### config.mk
export PLATFORM = sky130hd
export DESIGN_NAME = hazard_detection_unit
export DESIGN_NICKNAME = d
export VERILOG_FILES = /design/src/rtl/mips_pkg.sv /design/src/rtl/hazard_stall_counter.sv /design/src/rtl/hazard_detection_unit.sv
export SDC_FILE = /design/constraint.sdc
export NUM_CORES = 1
export LEC_CHECK = 0
export BUFFER_PORTS_ARGS = -buffer_cell sky130_fd_sc_hd__buf_2
export CORE_MARGIN = 2
export CORE_UTILIZATION = 31
export CTS_CLUSTER_SIZE = 30
export DETAILED_ROUTE_END_ITERATION = 8
export PLACE_DENSITY = 0.74
export SLEW_MARGIN = 15
export SYNTH_ARGS = -nofsm -noshare
export SYNTH_HDL_FRONTEND = slang
export SYNTH_SLANG_ARGS = --single-unit
### constraint.sdc
create_clock -name clk -period 1.32 [get_ports clk]
set_input_delay 0.132 -clock clk [delete_from_list [all_inputs] [get_ports clk]]
set_output_delay 0.132 -clock clk [all_outputs]
set_load 0.05 [all_outputs]
### src/rtl/mips_pkg.sv
// Shared MIPS pipeline constants: hazard FSM encodings, the $zero register index
// and the forwarding-mux select codes.
package mips_pkg;

  localparam logic [0:0] ST_RUN  = 1'b0;
  localparam logic [0:0] ST_HOLD = 1'b1;

  localparam logic [4:0] REG_ZERO = 5'd0;

  localparam logic [1:0] FWD_IDEX  = 2'b00;
  localparam logic [1:0] FWD_WB    = 2'b01;
  localparam logic [1:0] FWD_EXMEM = 2'b10;

  // True when a producer's destination feeds a source of the ID instruction; $zero never does.
  function automatic logic reg_match(input logic [4:0] r, input logic [4:0] rs,
                                     input logic [4:0] rt, input logic uses_rt);
    return (r != REG_ZERO) && ((r == rs) || (uses_rt && (r == rt)));
  endfunction

endpackage

### src/rtl/hazard_stall_counter.sv
// Saturating up-counter of stall cycles; holds at all ones instead of wrapping.
module hazard_stall_counter #(
  parameter int CNT_WIDTH = 16
) (
  input  logic                 clk,
  input  logic                 reset,
  input  logic                 inc,
  output logic [CNT_WIDTH-1:0] count
);

  logic [CNT_WIDTH-1:0] count_reg;

  always_ff @(posedge clk) begin
    if (reset) begin
      count_reg <= '0;
    end else if (inc && (count_reg != {CNT_WIDTH{1'b1}})) begin
      count_reg <= count_reg + 1'b1;
    end
  end

  assign count = count_reg;

endmodule

### src/rtl/hazard_detection_unit.sv
// Load-use / branch-operand hazard detection with a RUN/HOLD FSM for 2-cycle stalls.
// Optional stall-cycle counter enabled by defining HAZARD_STALL_CNT_EN.
module hazard_detection_unit
  import mips_pkg::*;
#(
  parameter int CNT_WIDTH = 16
) (
  input  logic                 clk,
  input  logic                 reset,
  input  logic [4:0]           IF_ID_Rs,
  input  logic [4:0]           IF_ID_Rt,
  input  logic                 IF_ID_UsesRt,
  input  logic                 IF_ID_Branch,
  input  logic                 ID_EX_MemRead,
  input  logic                 ID_EX_RegWrite,
  input  logic [4:0]           ID_EX_Rd,
  input  logic                 EX_MEM_MemRead,
  input  logic [4:0]           EX_MEM_Rd,
  input  logic                 BranchTaken,
  input  logic                 Jump,
  output logic                 PCWrite,
  output logic                 IF_ID_Write,
  output logic                 ID_EX_Flush,
  output logic                 IF_ID_Flush,
  output logic [CNT_WIDTH-1:0] StallCount
);

  logic [0:0] state_reg;
  logic [0:0] state_next;
  logic       match_ex;
  logic       match_mem;
  logic       load_use;
  logic       branch_alu;
  logic       branch_load2;
  logic       branch_load1;
  logic       hazard;
  logic       stall;

  assign match_ex  = reg_match(ID_EX_Rd,  IF_ID_Rs, IF_ID_Rt, IF_ID_UsesRt);
  assign match_mem = reg_match(EX_MEM_Rd, IF_ID_Rs, IF_ID_Rt, IF_ID_UsesRt);

  assign load_use     = ID_EX_MemRead && match_ex;
  assign branch_alu   = IF_ID_Branch && ID_EX_RegWrite && !ID_EX_MemRead && match_ex;
  assign branch_load2 = IF_ID_Branch && ID_EX_MemRead && match_ex;
  assign branch_load1 = IF_ID_Branch && EX_MEM_MemRead && match_mem;
  assign hazard       = load_use || branch_alu || branch_load2 || branch_load1;

  // Reset forces the pipeline to run freely even if a HOLD is pending.
  assign stall = !reset && ((state_reg == ST_HOLD) || hazard);

  always_comb begin
    state_next = ST_RUN;
    if ((state_reg == ST_RUN) && branch_load2) begin
      state_next = ST_HOLD;
    end
  end

  always_ff @(posedge clk) begin
    if (reset) begin
      state_reg <= ST_RUN;
    end else begin
      state_reg <= state_next;
    end
  end

  assign PCWrite     = !stall;
  assign IF_ID_Write = !stall;
  assign ID_EX_Flush = stall;
  assign IF_ID_Flush = !reset && (BranchTaken || Jump) && !stall;

`ifdef HAZARD_STALL_CNT_EN
  logic [CNT_WIDTH-1:0] count_raw;

  hazard_stall_counter #(
    .CNT_WIDTH(CNT_WIDTH)
  ) u_stall_counter (
    .clk  (clk),
    .reset(reset),
    .inc  (stall),
    .count(count_raw)
  );

  // Hide the pre-reset value during the reset cycle itself.
  assign StallCount = reset ? '0 : count_raw;
`else
  assign StallCount = '0;
`endif

endmodule

==> impl_metrics.toml, run 1 <==
[synth]
synth_cells = 60
syn_avg_cell_area_um2 = 7.80
seq_area_frac_synth_pct = 4.28
ys_seq_elements = 1
yosys.area.top_type = "xor2_1"
yosysTopAreaCellShare_pct = 33.7
ys_warn_count = 0
synth_area_leaders = "xor2_1 (34%), buf_4 (27%), dfxtp_1 (4.3%), nor2_1 (4.0%), a32oi_1 (3.7%)"
ys_types = 18
syn_area_um2 = 468

[layout]
seq_area_um2 = 20.0
final_cell_count_no_fill = 122
multiInputGateArea_um2 = 405
nFillCells = 154
fin_util_pct = 53.6
final_layout_size_suffix_gt1_share_pct = 51.9
fin_nets = 137
largest_register_ffs = 1
n_antenna_cell = 0
area_delta_synth_final_pct = 66.6

[setup_path]
regToRegStartpoint = "state_reg$_SDFF_PP0_"
cpPeakStageDelay_ps = 510
cp-end-kind = "output pin"
arrival_ps = 1540
cp_common_cell = "buf_6"
crit_path_start = "EX_MEM_Rd[3]"
rrSetupSlack_ps = 560
r2r_cells = 3
crit_path_end = "PCWrite"
crit_chain = "buf_6 -> or4_1 -> o211ai_1 -> o32ai_2 -> buf_4 -> o21bai_4 -> buf_6"
startpoint_type = "primary input"
critPathKind = "primary input to output pin"
crit_required_ps = 1190
path_max_fanout = 3
cpMaxStageDelayCell = "or4_1"
r2r-end = "state_reg$_SDFF_PP0_"

[routing]
drt_wl_total_mm = 1.15
vias = 525
ant_nets = 0
drt-wirelength-per-cell_um = 9.45
drt-initial-drc-count = 1
vias_per_cell = 4.30
drc = 0
dr.pass1.iters = 2

[global_route]
overflow = 0
antenna_found_initial = 0
use_met3_pct = 1.28
grt_max_degree = 4
grt_pass1_vias = 478
grt_pass1_wl_mm = 1.91
gr-usage-met1_pct = 16.3
met2_usage_pct = 24.2
gr-max-usage-layer = "met2"
grt_util_all_layers_pct = 12.8

[status]
violations = "setup timing"
status = "finished with violations"

[power]
power.density_mw_per_mm2 = 453
ir_worst_vdd_v = 0.000174
leakage_uw = 0.000397

[placed_design]
dp.cells = 121
place_ws_ps = -491
gp_congestion = 0.786
io_buffers = 32
hpwlAfterDp_mm = 1.05

[sta]
post-route-period-util_pct = 127
setup_violations = 4
fmax_mhz = 598
period_minus_slack_ps = 1670
fin_ws_ps = -353
hold_violations = 0
maxSlewViolCount = 0
fin_worst_skew_ps = 0
rsz0062_at_grt = "true"

[die]
core_mm2 = 0.00145
io_pins = 49
die_w_um = 42.9
start_util_pct = 32.2
die_height_um = 42.9
die_area_mm2 = 0.00184
rows = 14

[hold_path]
min_path_type = "primary input to flop"

[flow_run]
drv_cap = 0

[clock_network]
insertion_delay_ps = 0
cts.clk_slew.worst_paths_ps = 0
hold_buffers = 0
-- how the worst min path moves through the flow --
stage             startpoint                   end  cells past startpoint
2_1_floorplan  ID_EX_MemRead  state_reg$_SDFF_PP0_                      2
3_3_place_gp   ID_EX_MemRead  state_reg$_SDFF_PP0_                      3
3_5_place_dp   ID_EX_MemRead  state_reg$_SDFF_PP0_                      3
4_1_cts        ID_EX_MemRead  state_reg$_SDFF_PP0_                      3
5_1_grt        ID_EX_MemRead  state_reg$_SDFF_PP0_                      3
6_report       ID_EX_MemRead  state_reg$_SDFF_PP0_                      3
-- power breakdown --
group	total [uW]	leakage (uW)	switching, uW	internal (uW)
registers	31.4	0.00000806	0.291	31.1
clock network	0	0	0	0
logic	321	0.000389	201	120
total	353	0.000397	201	151
-- through the flow --
step / power [uW] / TNS [ps] / instance area, um^2 / hold slack (ps)
final: 353 / -1300 / 779 / 397
after global routing: 374 / -1770 / 779 / 443
after CTS: 349 / -1350 / 768 / 400
after detailed placement: 330 / -1890 / 703 / 398
after global placement: 326 / -1740 / 703 / 391
after floorplan: 257 / -1010 / 542 / 263
-- cells in the final DEF, fill, tap and decap left out, drive strengths merged --
master and n:
nor4 2, xor2 18, a32oi 2, nor3 3, o21bai 1, nor2 5
o21ba 1, o21ai 1, o32ai 1, a21oi 1, dfxtp 1, or4 2
nand3 1, o211ai 1, xnor2 2, conb 16, buf 48
-- routing by layer --
layer | vias up | share of wire, %
li1 | 265 | -
met1 | 228 | 39
met2 | 32 | 49
met3 | 0 | 12
met4 | 0 | 0
met5 | - | 0
-- worst max-delay path: cells and delay by family --
family          cells  cell delay [ps]
simple gates        1              510
compound gates      3              470
buf+inv             3              430
-- cell families after synthesis --
group,share of synthesized area (%)
AO/OA/AOI/OAI,14.7
XOR/XNOR,37.4
buffers and inverters,27.3
flip-flops,4.28
other,0.801
AND/OR/NAND/NOR,15.5
-- synthesized netlist by cell type --
| cell | instances |
|---|---|
| nor4_1 | 1 |
| nor2_1 | 5 |
| o21ba_1 | 1 |
| xor2_1 | 18 |
| dfxtp_1 | 1 |
| a21oi_1 | 1 |
| or4_1 | 2 |
| xnor2_1 | 2 |
| nor4_2 | 1 |
| o21bai_1 | 1 |
| o211ai_1 | 1 |
| nand3_1 | 1 |
| conb_1 | 1 |
| buf_4 | 17 |
| o32ai_2 | 1 |
| a32oi_1 | 2 |
| o21ai_0 | 1 |
| nor3_1 | 3 |
-- final cells by class --
type	instances	share of cell area [%]
multi-input combinational	57	52.0
sequential	1	2.57
timing repair buffer	48	42.9
tap	16	2.57
-- timing repair --
action	4_1_cts	5_1_grt
setup endpoints to repair	4	5
resized for setup	14	2
cloned	0	0
pin swaps	8	1
buffers inserted	1	0
(Power assumes the default switching activity.)
==> inputs of run 2 (changes only) <==
==> constraint.sdc (replaced) <==
create_clock -name clk -period 1.5 [get_ports clk]
set_input_delay 0.15 -clock clk [delete_from_list [all_inputs] [get_ports clk]]
set_output_delay 0.15 -clock clk [all_outputs]
set_load 0.05 [all_outputs]
==> run 2 against run 1 <==
The run still ends with setup timing left. Routed wire length up 0.95%. Sequential cell count unchanged. Register-to-register slack better by 190 ps. Critical endpoint is now IF_ID_Write. Combinational power is 13% lower.
==> impl_metrics.toml, run 2 (same netlist as run 1, synthesis figures left out) <==
[status]
status = "finished with violations"
violations = "setup timing"

[clock_network]
insertion_delay_ps = 0
post_cts_buffers = 0
hold_buffers = 0
cts.clk_slew.worst_paths_ps = 0

[placed_design]
place_ws_ps = -328
dp.cells = 118
hpwlAfterDp_mm = 1.07
gp_congestion = 0.812
io_buffers = 32

[global_route]
grt_util_all_layers_pct = 13.2
grt_max_degree = 4
grt_pass1_vias = 503
antenna_found_initial = 0
grt_pass1_wl_mm = 1.97
overflow = 0

[layout]
layout_commonest_cell = "buf_2"
final_cell_count_no_fill = 118
final_layout_size_suffix_gt1_share_pct = 51.0
fin_nets = 133
area_delta_synth_final_pct = 64.2
largest_register_ffs = 1
final_cell_mix = "buf_2 (22), xor2_1 (17), conb_1 (16)"
n_antenna_cell = 0

[routing]
drt-wirelength-per-cell_um = 9.86
dr_wl_met2_um = 591
route.top_layer_used = "met3"
vias = 526
drt-initial-drc-count = 2
route.met3.wl_um = 160
ant_nets = 0
dr.pass1.iters = 3
wl_met1_um = 412
vias_per_cell = 4.46
drc = 0
drt_wl_total_mm = 1.16

[hold_path]
min_path_type = "primary input to flop"

[die]
die_area_mm2 = 0.00184
die_w_um = 42.9
die_height_um = 42.9
rows = 14
io_pins = 49
start_util_pct = 32.2
core_mm2 = 0.00145

[sta]
hold_violations = 0
tns_ps = -698
fin_ws_ps = -202
fin_worst_skew_ps = 0
rsz0062_at_grt = "true"
fmax_mhz = 587
whs_ps = 410
period_minus_slack_ps = 1700
maxSlewViolCount = 0
post-route-period-util_pct = 113
setup_violations = 4

[setup_path]
crit_required_ps = 1350
cp-end-kind = "output pin"
path_max_fanout = 2
arrival_ps = 1550
critPathKind = "primary input to output pin"
startpoint_type = "primary input"

[power]
power.density_mw_per_mm2 = 398
ir_worst_vdd_v = 0.000156
leakage_uw = 0.000386

[flow_run]
drv_cap = 0
-- run 2: area by class of cell --
cell class                      count  area, um^2
Fill cell                         149         686
Timing Repair Buffer               44         320
Tap cell                           16        20.0
Multi-Input combinational cell     57         408
Sequential cell                     1        20.0
-- run 2: metrics by stage --
stage	area, um^2	power, uW	util (%)
floorplan	542	226	-
global placement	681	280	46.8
detailed placement	681	284	46.8
CTS	731	297	50.3
global route	768	324	52.8
finish	768	306	52.8
-- run 2: what timing repair did --
item	in CTS	in global routing
pin swaps	5	2
hold endpoints to repair	0	0
endpoints found under the setup margin	4	4
gates resized for setup	12	8
-- run 2: power by group --
part,total (uW),internal (uW),switching [uW]
sequential,27.6,27.4,0.264
clock,0,0,0
combinational,278,102,176
-- run 2: metal layers --
metal,vias up,global-route usage [%]
li1,258,-
met1,233,15.0
met2,35,26.7
met3,0,1.70
met4,0,0
met5,-,0
-- run 2: final timing paths --
check	cells past startpoint	endpoint	start	slack (ps)
setup reg to reg	3	state_reg$_SDFF_PP0_	state_reg$_SDFF_PP0_	750
hold / removal	3	state_reg$_SDFF_PP0_	ID_EX_MemRead	410
hold reg to reg	3	state_reg$_SDFF_PP0_	state_reg$_SDFF_PP0_	620
setup / recovery	7	IF_ID_Write	EX_MEM_Rd[2]	-200
-- run 2: worst max-delay path, cell delays in order --
cell,delay [ps]
buf_6,90
or4_1,520
o211ai_1,210
o32ai_2,120
buf_4,160
o21bai_4,130
buf_6,170
==> inputs of run 3 (changes only) <==
--- a/config.mk
+++ b/config.mk
@@ -7,10 +7,10 @@
 export LEC_CHECK = 0
 export BUFFER_PORTS_ARGS = -buffer_cell sky130_fd_sc_hd__buf_2
 export CORE_MARGIN = 2
-export CORE_UTILIZATION = 31
+export CORE_UTILIZATION = 36
 export CTS_CLUSTER_SIZE = 30
 export DETAILED_ROUTE_END_ITERATION = 8
-export PLACE_DENSITY = 0.74
+export PLACE_DENSITY = 0.81
 export SLEW_MARGIN = 15
 export SYNTH_ARGS = -nofsm -noshare
 export SYNTH_HDL_FRONTEND = slang
==> constraint.sdc (replaced) <==
create_clock -name clk -period 2.2 [get_ports clk]
set_input_delay 0.22 -clock clk [delete_from_list [all_inputs] [get_ports clk]]
set_output_delay 0.22 -clock clk [all_outputs]
set_load 0.05 [all_outputs]
==> run 3 against run 2 <==
The flow now finishes without violations. Final cell count decreased by 12%. Largest power group unchanged. Combinational power decreased by 44%. Design area decreased by 25%. Die area decreased by 13%. Core utilization decreased by 2.8 points. Critical endpoint is now ID_EX_Flush.
==> impl_metrics.toml, run 3 (same netlist as run 1, synthesis figures left out) <==
[sta]
maxSlewViolCount = 0
period_minus_slack_ps = 2000
fmax_mhz = 499
hold_violations = 0
rsz0062_at_grt = "false"
post-route-period-util_pct = 91.1
tns_ps = 0
fin_worst_skew_ps = 0
setup_violations = 0

[routing]
drt-initial-drc-count = 5
drt_wl_total_mm = 1.05
ant_nets = 0
dr.pass1.iters = 4
vias_per_cell = 4.51
drt-wirelength-per-cell_um = 10.1
vias = 469
drc = 0

[setup_path]
path_buf_inv = 2
crit_required_ps = 1980
startpoint_type = "primary input"
rrSetupSlack_ps = 1440
cpPeakStageDelay_ps = 390
cp_common_cell = "buf_2"
crit_family = "compound AO/OA/AOI/OAI gates"
path_max_fanout = 3
cpMaxStageDelayCell = "o32ai_2"
critPathKind = "primary input to output pin"
crit_chain = "buf_2 -> xor2_1 -> nor4_2 -> a32oi_1 -> o32ai_2 -> o21ba_1 -> buf_2"
arrival_ps = 1780
cp-end-kind = "output pin"

[layout]
fin_nets = 121
final_cell_mix = "buf_2 (32), xor2_1 (18), conb_1 (16)"
n_antenna_cell = 0
fin_util_pct = 50.0
final_layout_size_suffix_gt1_share_pct = 38.9
area_delta_synth_final_pct = 23.5
largest_register_ffs = 1
layout_commonest_cell = "buf_2"

[placed_design]
hpwlAfterDp_um = 960
io_buffers = 32
gp_congestion = 0.897

[die]
io_pins = 49
rows = 12
start_util_pct = 40.5
die_height_um = 40.1
die_w_um = 40.1
die_area_mm2 = 0.00160
core_mm2 = 0.00116

[global_route]
grt_util_all_layers_pct = 12.7
antenna_found_initial = 0
grt_max_degree = 4
overflow = 0
grt_pass1_vias = 415
grt_pass1_wl_mm = 1.48

[power]
leakage_uw = 0.000306
power.density_mw_per_mm2 = 305
ir_worst_vdd_v = 0.000116

[clock_network]
cts.clk_slew.worst_paths_ps = 0
hold_buffers = 0
insertion_delay_ps = 0
post_cts_buffers = 0
cts_resized = 0

[status]
status = "completed"

[hold_path]
min_path_type = "primary input to flop"

[flow_run]
drv_cap = 0
## run 3: final timing paths
check,startpoint,end,cells after the start
hold / removal,ID_EX_MemRead,state_reg$_SDFF_PP0_,3
setup reg to reg,state_reg$_SDFF_PP0_,state_reg$_SDFF_PP0_,3
setup / recovery,ID_EX_Rd[4],ID_EX_Flush,7
hold reg to reg,state_reg$_SDFF_PP0_,state_reg$_SDFF_PP0_,3
## run 3: stage by stage
step / instances / power [uW] / setup slack (ps) / hold WS, ps / area (um^2)
4_1_cts: 104 / 176 / 172 / 490 / 578
3_5_place_dp: 104 / 175 / 187 / 488 / 578
3_3_place_gp: 104 / 173 / 275 / 480 / 578
6_report: 104 / 176 / 197 / 492 / 578
2_1_floorplan: 75 / 152 / 154 / 351 / 528
5_1_grt: 104 / 188 / 107 / 511 / 578
## run 3: report_power, final
part / total, uW / leakage (uW) / switching (uW) / internal (uW)
logic: 157 / 0.000298 / 113 / 44.1
clock network: 0 / 0 / 0 / 0
registers: 18.8 / 0.00000806 / 0.141 / 18.7
## run 3: routing by layer
metal / share of wire, % / global-route usage, % / up-vias / wire (um)
met5: 0 / 0 / - / 0
met4: 0 / 0 / 0 / 0
met3: 17 / 0.556 / 0 / 173
met2: 45 / 25.8 / 37 / 469
met1: 39 / 15.0 / 199 / 404
li1: - / - / 233 / -
## run 3: final cells by class
cell class | count | area [um^2]
Fill cell | 126 | 578
Sequential cell | 1 | 20.0
Timing Repair Buffer | 32 | 160
Multi-Input combinational cell | 57 | 380
Tap cell | 14 | 17.5
## run 3: tightest hold or removal path, cell delays in order
cell     delay, ps
buf_2          110
nand3_1         70
nor3_1          40
